File: src/rtl/csa_reduction_pipe.sv
// csa_reduction_pipe: pipelined 3:2 carry-save reduction of NUM_OPS operands to a sum/carry pair
// Ports: clk_i, rst_i (async, active-high); in_valid_i/in_ready_o/in_ops_i/in_tag_i accept an
// operand set; out_valid_o/out_ready_i/out_sum_o/out_carry_o/out_tag_o return the redundant result.
// Macro CSA_FINAL_ADD_EN adds a final register stage that also drives out_total_o = sum + carry.
module csa_reduction_pipe #(
    parameter int NUM_OPS     = 12,
    parameter int WIDTH       = 48,
    parameter int LVL_PER_REG = 1,
    parameter int TAG_W       = 4,
    localparam int OUT_W      = WIDTH + $clog2(NUM_OPS)
) (
    input  logic                     clk_i,
    input  logic                     rst_i,
    input  logic                     in_valid_i,
    output logic                     in_ready_o,
    input  logic [NUM_OPS*WIDTH-1:0] in_ops_i,
    input  logic [TAG_W-1:0]         in_tag_i,
    output logic                     out_valid_o,
    input  logic                     out_ready_i,
    output logic [OUT_W-1:0]         out_sum_o,
    output logic [OUT_W-1:0]         out_carry_o,
    output logic [TAG_W-1:0]         out_tag_o
`ifdef CSA_FINAL_ADD_EN
    ,
    output logic [OUT_W-1:0]         out_total_o
`endif
);
    // Row count after j compressor levels.
    function automatic int cnt_at(input int j);
        int n = NUM_OPS;
        for (int k = 0; k < j; k++) n = n - n / 3;
        return n;
    endfunction

    function automatic int nlvl();
        int n = NUM_OPS;
        int c = 0;
        while (n > 2) begin
            n = n - n / 3;
            c++;
        end
        return c;
    endfunction

    localparam int NLVL = nlvl();
    localparam int L    = 1 + (NLVL + LVL_PER_REG - 1) / LVL_PER_REG;
`ifdef CSA_FINAL_ADD_EN
    localparam int S    = L + 1;
`else
    localparam int S    = L;
`endif

    logic [S-1:0]     v_q;
    logic [S-1:0]     en;
    logic [TAG_W-1:0] t_q [S];

    // Each stage may load when empty or when the stage after it is moving.
    always_comb begin
        en        = '0;
        en[S-1]   = !v_q[S-1] || out_ready_i;
        for (int k = S - 2; k >= 0; k--) en[k] = !v_q[k] || en[k+1];
    end

    always_ff @(posedge clk_i or posedge rst_i) begin
        if (rst_i) begin
            v_q <= '0;
            for (int k = 0; k < S; k++) t_q[k] <= '0;
        end else begin
            if (en[0]) begin
                v_q[0] <= in_valid_i;
                t_q[0] <= in_tag_i;
            end
            for (int k = 1; k < S; k++) begin
                if (en[k]) begin
                    v_q[k] <= v_q[k-1];
                    t_q[k] <= t_q[k-1];
                end
            end
        end
    end

    // Level j: x is the combinational row set, y what the next level sees
    // (registered at stage boundaries, stage index K).
    for (genvar j = 0; j <= NLVL; j++) begin : lv
        localparam int N = cnt_at(j);
        localparam int K = (j + LVL_PER_REG - 1) / LVL_PER_REG;
        logic [N*OUT_W-1:0] x;
        logic [N*OUT_W-1:0] y;
        if (j == 0) begin : ld
            for (genvar i = 0; i < NUM_OPS; i++) begin : z
                assign x[i*OUT_W +: OUT_W] = OUT_W'(in_ops_i[i*WIDTH +: WIDTH]);
            end
        end else begin : cp
            localparam int P = cnt_at(j - 1);
            localparam int G = P / 3;
            for (genvar i = 0; i < G; i++) begin : fa
                logic [OUT_W-1:0] a, b, c;
                assign a = lv[j-1].y[(3*i)*OUT_W +: OUT_W];
                assign b = lv[j-1].y[(3*i+1)*OUT_W +: OUT_W];
                assign c = lv[j-1].y[(3*i+2)*OUT_W +: OUT_W];
                assign x[(2*i)*OUT_W +: OUT_W]   = a ^ b ^ c;
                assign x[(2*i+1)*OUT_W +: OUT_W] = ((a & b) | (a & c) | (b & c)) << 1;
            end
            for (genvar i = 0; i < P - 3 * G; i++) begin : pt
                assign x[(2*G+i)*OUT_W +: OUT_W] = lv[j-1].y[(3*G+i)*OUT_W +: OUT_W];
            end
        end
        if (j % LVL_PER_REG == 0 || j == NLVL) begin : rg
            logic [N*OUT_W-1:0] y_q;
            always_ff @(posedge clk_i or posedge rst_i) begin
                if (rst_i) y_q <= '0;
                else if (en[K]) y_q <= x;
            end
            assign y = y_q;
        end else begin : cb
            assign y = x;
        end
    end

    logic [OUT_W-1:0] sum_w, car_w;
    assign sum_w = lv[NLVL].y[0 +: OUT_W];
    assign car_w = lv[NLVL].y[OUT_W +: OUT_W];

`ifdef CSA_FINAL_ADD_EN
    logic [OUT_W-1:0] fs_q, fc_q, ft_q;
    always_ff @(posedge clk_i or posedge rst_i) begin
        if (rst_i) begin
            fs_q <= '0;
            fc_q <= '0;
            ft_q <= '0;
        end else if (en[L]) begin
            fs_q <= sum_w;
            fc_q <= car_w;
            ft_q <= sum_w + car_w;
        end
    end
    assign out_sum_o   = fs_q;
    assign out_carry_o = fc_q;
    assign out_total_o = ft_q;
`else
    assign out_sum_o   = sum_w;
    assign out_carry_o = car_w;
`endif

    assign out_valid_o = v_q[S-1];
    assign out_tag_o   = t_q[S-1];
    assign in_ready_o  = en[0];
endmodule

File: config.mk
export PLATFORM = sky130hd
export DESIGN_NAME = csa_reduction_pipe
export DESIGN_NICKNAME = d
export VERILOG_FILES = /design/src/rtl/csa_reduction_pipe.sv
export SDC_FILE = /design/constraint.sdc
export NUM_CORES = 2
export LEC_CHECK = 0
export CAP_MARGIN = 0
export CORE_MARGIN = 2
export CORE_UTILIZATION = 40
export CTS_CLUSTER_DIAMETER = 150
export DETAILED_ROUTE_END_ITERATION = 8
export GPL_TIMING_DRIVEN = 0
export SLEW_MARGIN = 20
export SYNTH_ARGS = -nofsm -noshare
export SYNTH_HDL_FRONTEND = slang
export SYNTH_SLANG_ARGS = --single-unit
File: constraint.sdc
create_clock -name clk_i -period 89.2 [get_ports clk_i]
set_clock_uncertainty 0.05 [all_clocks]
set_input_delay 13.38 -clock clk_i [delete_from_list [all_inputs] [get_ports clk_i]]
set_output_delay 13.38 -clock clk_i [all_outputs]
set_load 0.05 [all_outputs]
=== Word level (Yosys, flattened, before mapping) ===
Cells that the tools add are included.
Widths: inputs -> output; s select.

* Input bits: 584
* Word-level logic and storage cells: 100
* Flip-flop bits (word level): 1,784
* Output and inout port bits: 110

* Reduce and logical (&&, ||, !) cells: 12
* Bitwise logic cells: 70

{| class="wikitable"
|+ Operators by type and width
! cell !! count
|-
| $and 51x51->51 || 16
|-
| $or 51x51->51 || 12
|-
| $and 48x48->48 || 12
|-
| $xor 52x52->52 || 11
|-
| $or 48x48->48 || 8
|-
| $xor 48x48->48 || 8
|-
| $and 51x49->51 || 2
|-
| $xor 52x49->52 || 1
|-
| $logic_not 1->1 || 6
|-
| $logic_or 1x1->1 || 6
|}

=== Longest topological paths before layout ===
* Word-level depth: 7
* Mapped depth: 7
* Depth with buffers taken out: 3

=== Worst setup path after synthesis ===
No wires, ideal clock.

* Path kind: input port to output port
* Start point: input out_ready_i
* End point: output in_ready_o
* Data arrival time: 14,540 ps
* Path slack: 61,230 ps
* Stages on the path: 5
* Cells stage by stage: nand4b_1 nor2_2 buf_6 buf_6 inv_1

* Longest elaborated chain between the ends: 6

{| class="wikitable"
|+ RTL lines
! what !! line !! RTL
|-
| from (decl) || 19 || <nowiki>input logic out_ready_i,</nowiki>
|-
| $logic_or 1x1->1 || 60 || <nowiki>en[S-1] = !v_q[S-1] || out_ready_i;</nowiki>
|-
| $logic_or 1x1->1 (5 in series) || 61 || <nowiki>for (int k = S - 2; k >= 0; k--) en[k] = !v_q[k] || en[k+1];</nowiki>
|-
| to (decl) || 15 || <nowiki>output logic in_ready_o,</nowiki>
|}

No other way between the ends.

=== Worst setup path in the final report ===
Same ends and word-level chain as after synthesis.

==> results by stage <==
Hold path:
- The class of the tightest hold or removal check is register to register.
- Counting instances, the worst hold path has a depth of 2.

Timing:
- The summed negative setup slack over all endpoints is 0 ps.
- At the pin with the least slew margin, the transition time is ~1200 ps.
- The post-route minimum period is approximately 29000 ps.
- The final critical path takes up 33.0% of the cycle.
- The final max-slew violation count is 0.
- The maximum achievable frequency is 34.0 MHz.
- Setup repair after global routing left no endpoint under its margin.
- Headroom to the max-slew limit came out at between 10% and 20%.
- The final count of negative-setup-slack endpoints is 0.
- The count of endpoints failing hold in the final timing report is 0.

Placement:
- The final weighted congestion in routability-driven placement is 0.863.
- The placed wire-length estimate is approximately 160 mm.
- Counting tap cells, the placed design contains a total of 7757 instances.
- The quantity of I/O buffers inserted on ports is 689.

Clock network:
- Buffers inserted to repair hold after CTS numbered 0.
- After clock tree synthesis, the clock-pin slew on the worst setup and hold paths is 60 ps.
- After clock tree synthesis, the repair step resized 0 gates.
- The setup fix buffers added after clock tree synthesis is 0.
- The number of clock buffers added by TritonCTS is 190.
- The CTS tree is built.
- The root buffer cell chosen for the clock tree is clkbuf_16.
- The clock net in this run drives a total of between 1500 and 2000 sinks.
- The H-tree depth is 4.
- The largest buffer count on any clock path is 3.
- The worst-skew pair later-pin latency is 820 ps.

Worst setup path:
- The critical path goes through clkdlybuf4s50_1 -> nand4b_1 -> nor2_2 -> buf_6 -> buf_6 -> inv_1 -> clkdlybuf4s50_1.
- The critical path endpoint category is an output port.
- At the worst endpoint, the arrival time is 16020 ps.
- The standard cell with the maximum stage delay on the critical path is clkdlybuf4s50_1.
- The maximum single-stage delay on the critical path is 690 ps.
- The setup path with the least slack is of type input pin to output port.
- Across all register-to-register paths, the minimum setup slack is about 86000 ps.
- The number of cells on the worst reg-to-reg path is 5.
- The startpoint type of the worst setup path is an input pin.
- The largest fanout on the critical path is 10.
- At the worst endpoint, the required time is about 76000 ps.
- The kind of cell with the highest combined delay on the critical path is buffers and inverters.
- The critical path crosses 7 cells after its start point.
- Together, buffers and inverters on the worst path number 5.

Yosys:
- During synthesis, Yosys emitted a total of 0 warnings.
- The share of the yosys chip area belonging to registers is 57.5%.
- The number of different library cells used by synthesis comes to 21.
- The largest area contributor in the netlist is dfrtp_1.
- The mapped netlist covers 75000 µm².
- The synthesized instance count is 4565.
- Among all flip-flop cells after synthesis, the most frequent one is dfrtp_1.
- The synthesized design devotes to its leading area cell type 57.5% of total area.
- By area the synthesized netlist is led by dfrtp_1 (58%), mux2_2 (18%), fa_1 (13%).
- The proportion of synthesized flip-flops having asynchronous set or reset is 100%.
- The number of flops mapped to enable cells by yosys is 0.
- Synthesis inferred 1724 register bits.
- Yosys instantiated no cell more often than dfrtp_1.
- The mean post-synth cell area is about 16 µm².
- The commonest cells after synthesis are dfrtp_1 (1724), mux2_2 (1218), nand2_1 (602), fa_1 (476), mux2_4 (300).

Global route:
- Entering global routing, the biggest net connects 108 pins.
- The via count of the first global-routing pass was 44000.
- The total overflow reported by the global router is 0.
- Global routing used 23.1% of the available tracks across all layers.
- The first global-routing pass estimated ~320 mm of wire.
- The initial antenna violation count was 25.

Cells and area:
- Of the cells placed in the final design, the portion with a size suffix greater than 1 is 35.9%.
- For this run, the share of the core covered by cells in the final layout is 49.7%.
- The layout-stage area growth over the synthesis result is 23.0%.
- The final layout contains 6537 nets.
- The finished layout holds 8121 standard cells, fillers aside.

Run status:
- The run finished with clean final reports.

Floorplanning:
- The floorplan step set the die height to about 440 µm.
- The count of boundary I/O pins is ~690.
- The initial standard-cell utilization of the core is about two fifths.
- The count of standard-cell rows is roughly 160.
- The full die area is 191000 µm².
- The chip width is between 400 and 500 µm.
- The area of the core is 186000 µm².

Detailed routing:
- After detailed routing, the total wire length is 216 mm.
- Dividing the detail-routed wire length by the instance count gives about 27 µm.
- The DRC violation total after the first TritonRoute iteration is 2156.
- Summing over every cut layer, the via total after detailed routing is 39700.
- The first TritonRoute pass finished after 5 iterations.
- The detailed-route vias per instance is 4.89.
- The post-detailed-route DRC marker count is 0.
- The count of nets left with antenna violations once routing finished came out at 0.

Pwr:
- Across the VDD grid, the largest voltage drop is roughly 0.000019 V.
- The power density over the cells is between 30 and 40 nW/µm².
- The static leakage is 0.0395 µW.

Job:
- The count of max-cap constraint violations is 0.
## cell type report
| type | count | area (µm²) |
|---|---|---|
| well taps | 2480 | 3100 |
| repair buffers | 709 | 7430 |
| plain buffers | 220 | 1670 |
| fillers | 15900 | 93600 |
| clock buffers | 288 | 5800 |
| flip-flops and latches | 1724 | 43100 |
| clock inverters | 61 | 856 |
| diodes | 15 | 37.5 |
| inverters | 3 | 18.8 |
| multi-input cells | 2621 | 30200 |
## cell families after synthesis
kind of cell	count (synthesis)	synth area share, %
flops	1724	57.5
mux	1518	24.3
simple gates	615	3.13
fa+ha+maj	484	12.8
buf+inv	223	2.23
other cells	1	0.00500
## flip-flops by register name (all words and copies together), names as in the netlist
signal	count
t_q	20
v_q	6
out_tag_o	4
lv.rg.y_q	1694
## where the power goes
| group | leakage (µW) | internal (µW) | total, µW | switching, µW |
|---|---|---|---|---|
| Combinational | 0.0160 | 427 | 855 | 427 |
| Sequential | 0.0202 | 1020 | 1210 | 190 |
| Clock | 0.00329 | 504 | 830 | 325 |
## metal layers
layer	vias to the layer above	part of all wire (%)	track usage, %
met2	703	51	39.4
met5	-	0.011	0
li1	17300	-	-
met4	4	2.5	6.39
met3	255	3.4	3.47
met1	21500	43	30.6
## path summary, 6_finish.rpt
| check | from | endpoint |
|---|---|---|
| setup / recovery | out_ready_i | in_ready_o |
| hold / removal | lv[3].rg.y_q[177] | lv[3].rg.y_q[177] |
| setup reg to reg | v_q[5] | lv[5].rg.y_q[6] |
| hold reg to reg | lv[3].rg.y_q[177] | lv[3].rg.y_q[177] |
| max in group asynchronous | rst_i | lv[1].rg.y_q[325] |
| min in group asynchronous | rst_i | lv[0].rg.y_q[245] |
## worst reg2reg max path, delay by kind of cell, from the launching register on
family                 cells  cell delay [ps]
flip-flops                 1              420
multiplexers               1              410
buffers and inverters      3             2080
AND/OR/NAND/NOR            1               90
## stage by stage
stage | setup WS, ps | hold slack [ps] | cell area (µm²) | total power (µW)
after global routing | 59650 | 430 | 92300 | 3070
final | 59750 | 410 | 92300 | 2900
after CTS | 59760 | 415 | 92200 | 2940
after detailed placement | 59780 | 401 | 85600 | 2090
after global placement | 6440 | 395 | 85000 | 2080
after floorplan | 27110 | 383 | 75000 | 1730
## cell usage in the layout (no fill, tap or decap), types with 2 or more instances in the layout
master	instances
conb_1	4
mux2_4	300
inv_6	3
clkdlybuf4s50_1	689
clkinvlp_4	5
fa_1	476
or2_2	2
diode_2	15
clkbuf_2	6
buf_1	2
clkinv_2	30
mux2_2	1218
ha_1	8
nand2b_1	4
clkbuf_16	197
buf_4	9
bufinv_16	20
nor2_2	2
clkbuf_8	53
nand2_1	602
buf_16	19
dfrtp_1	1724
buf_2	52
clkbuf_1	91
inv_1	2
buf_6	99
clkinv_8	2
(Power assumes the default switching activity.)
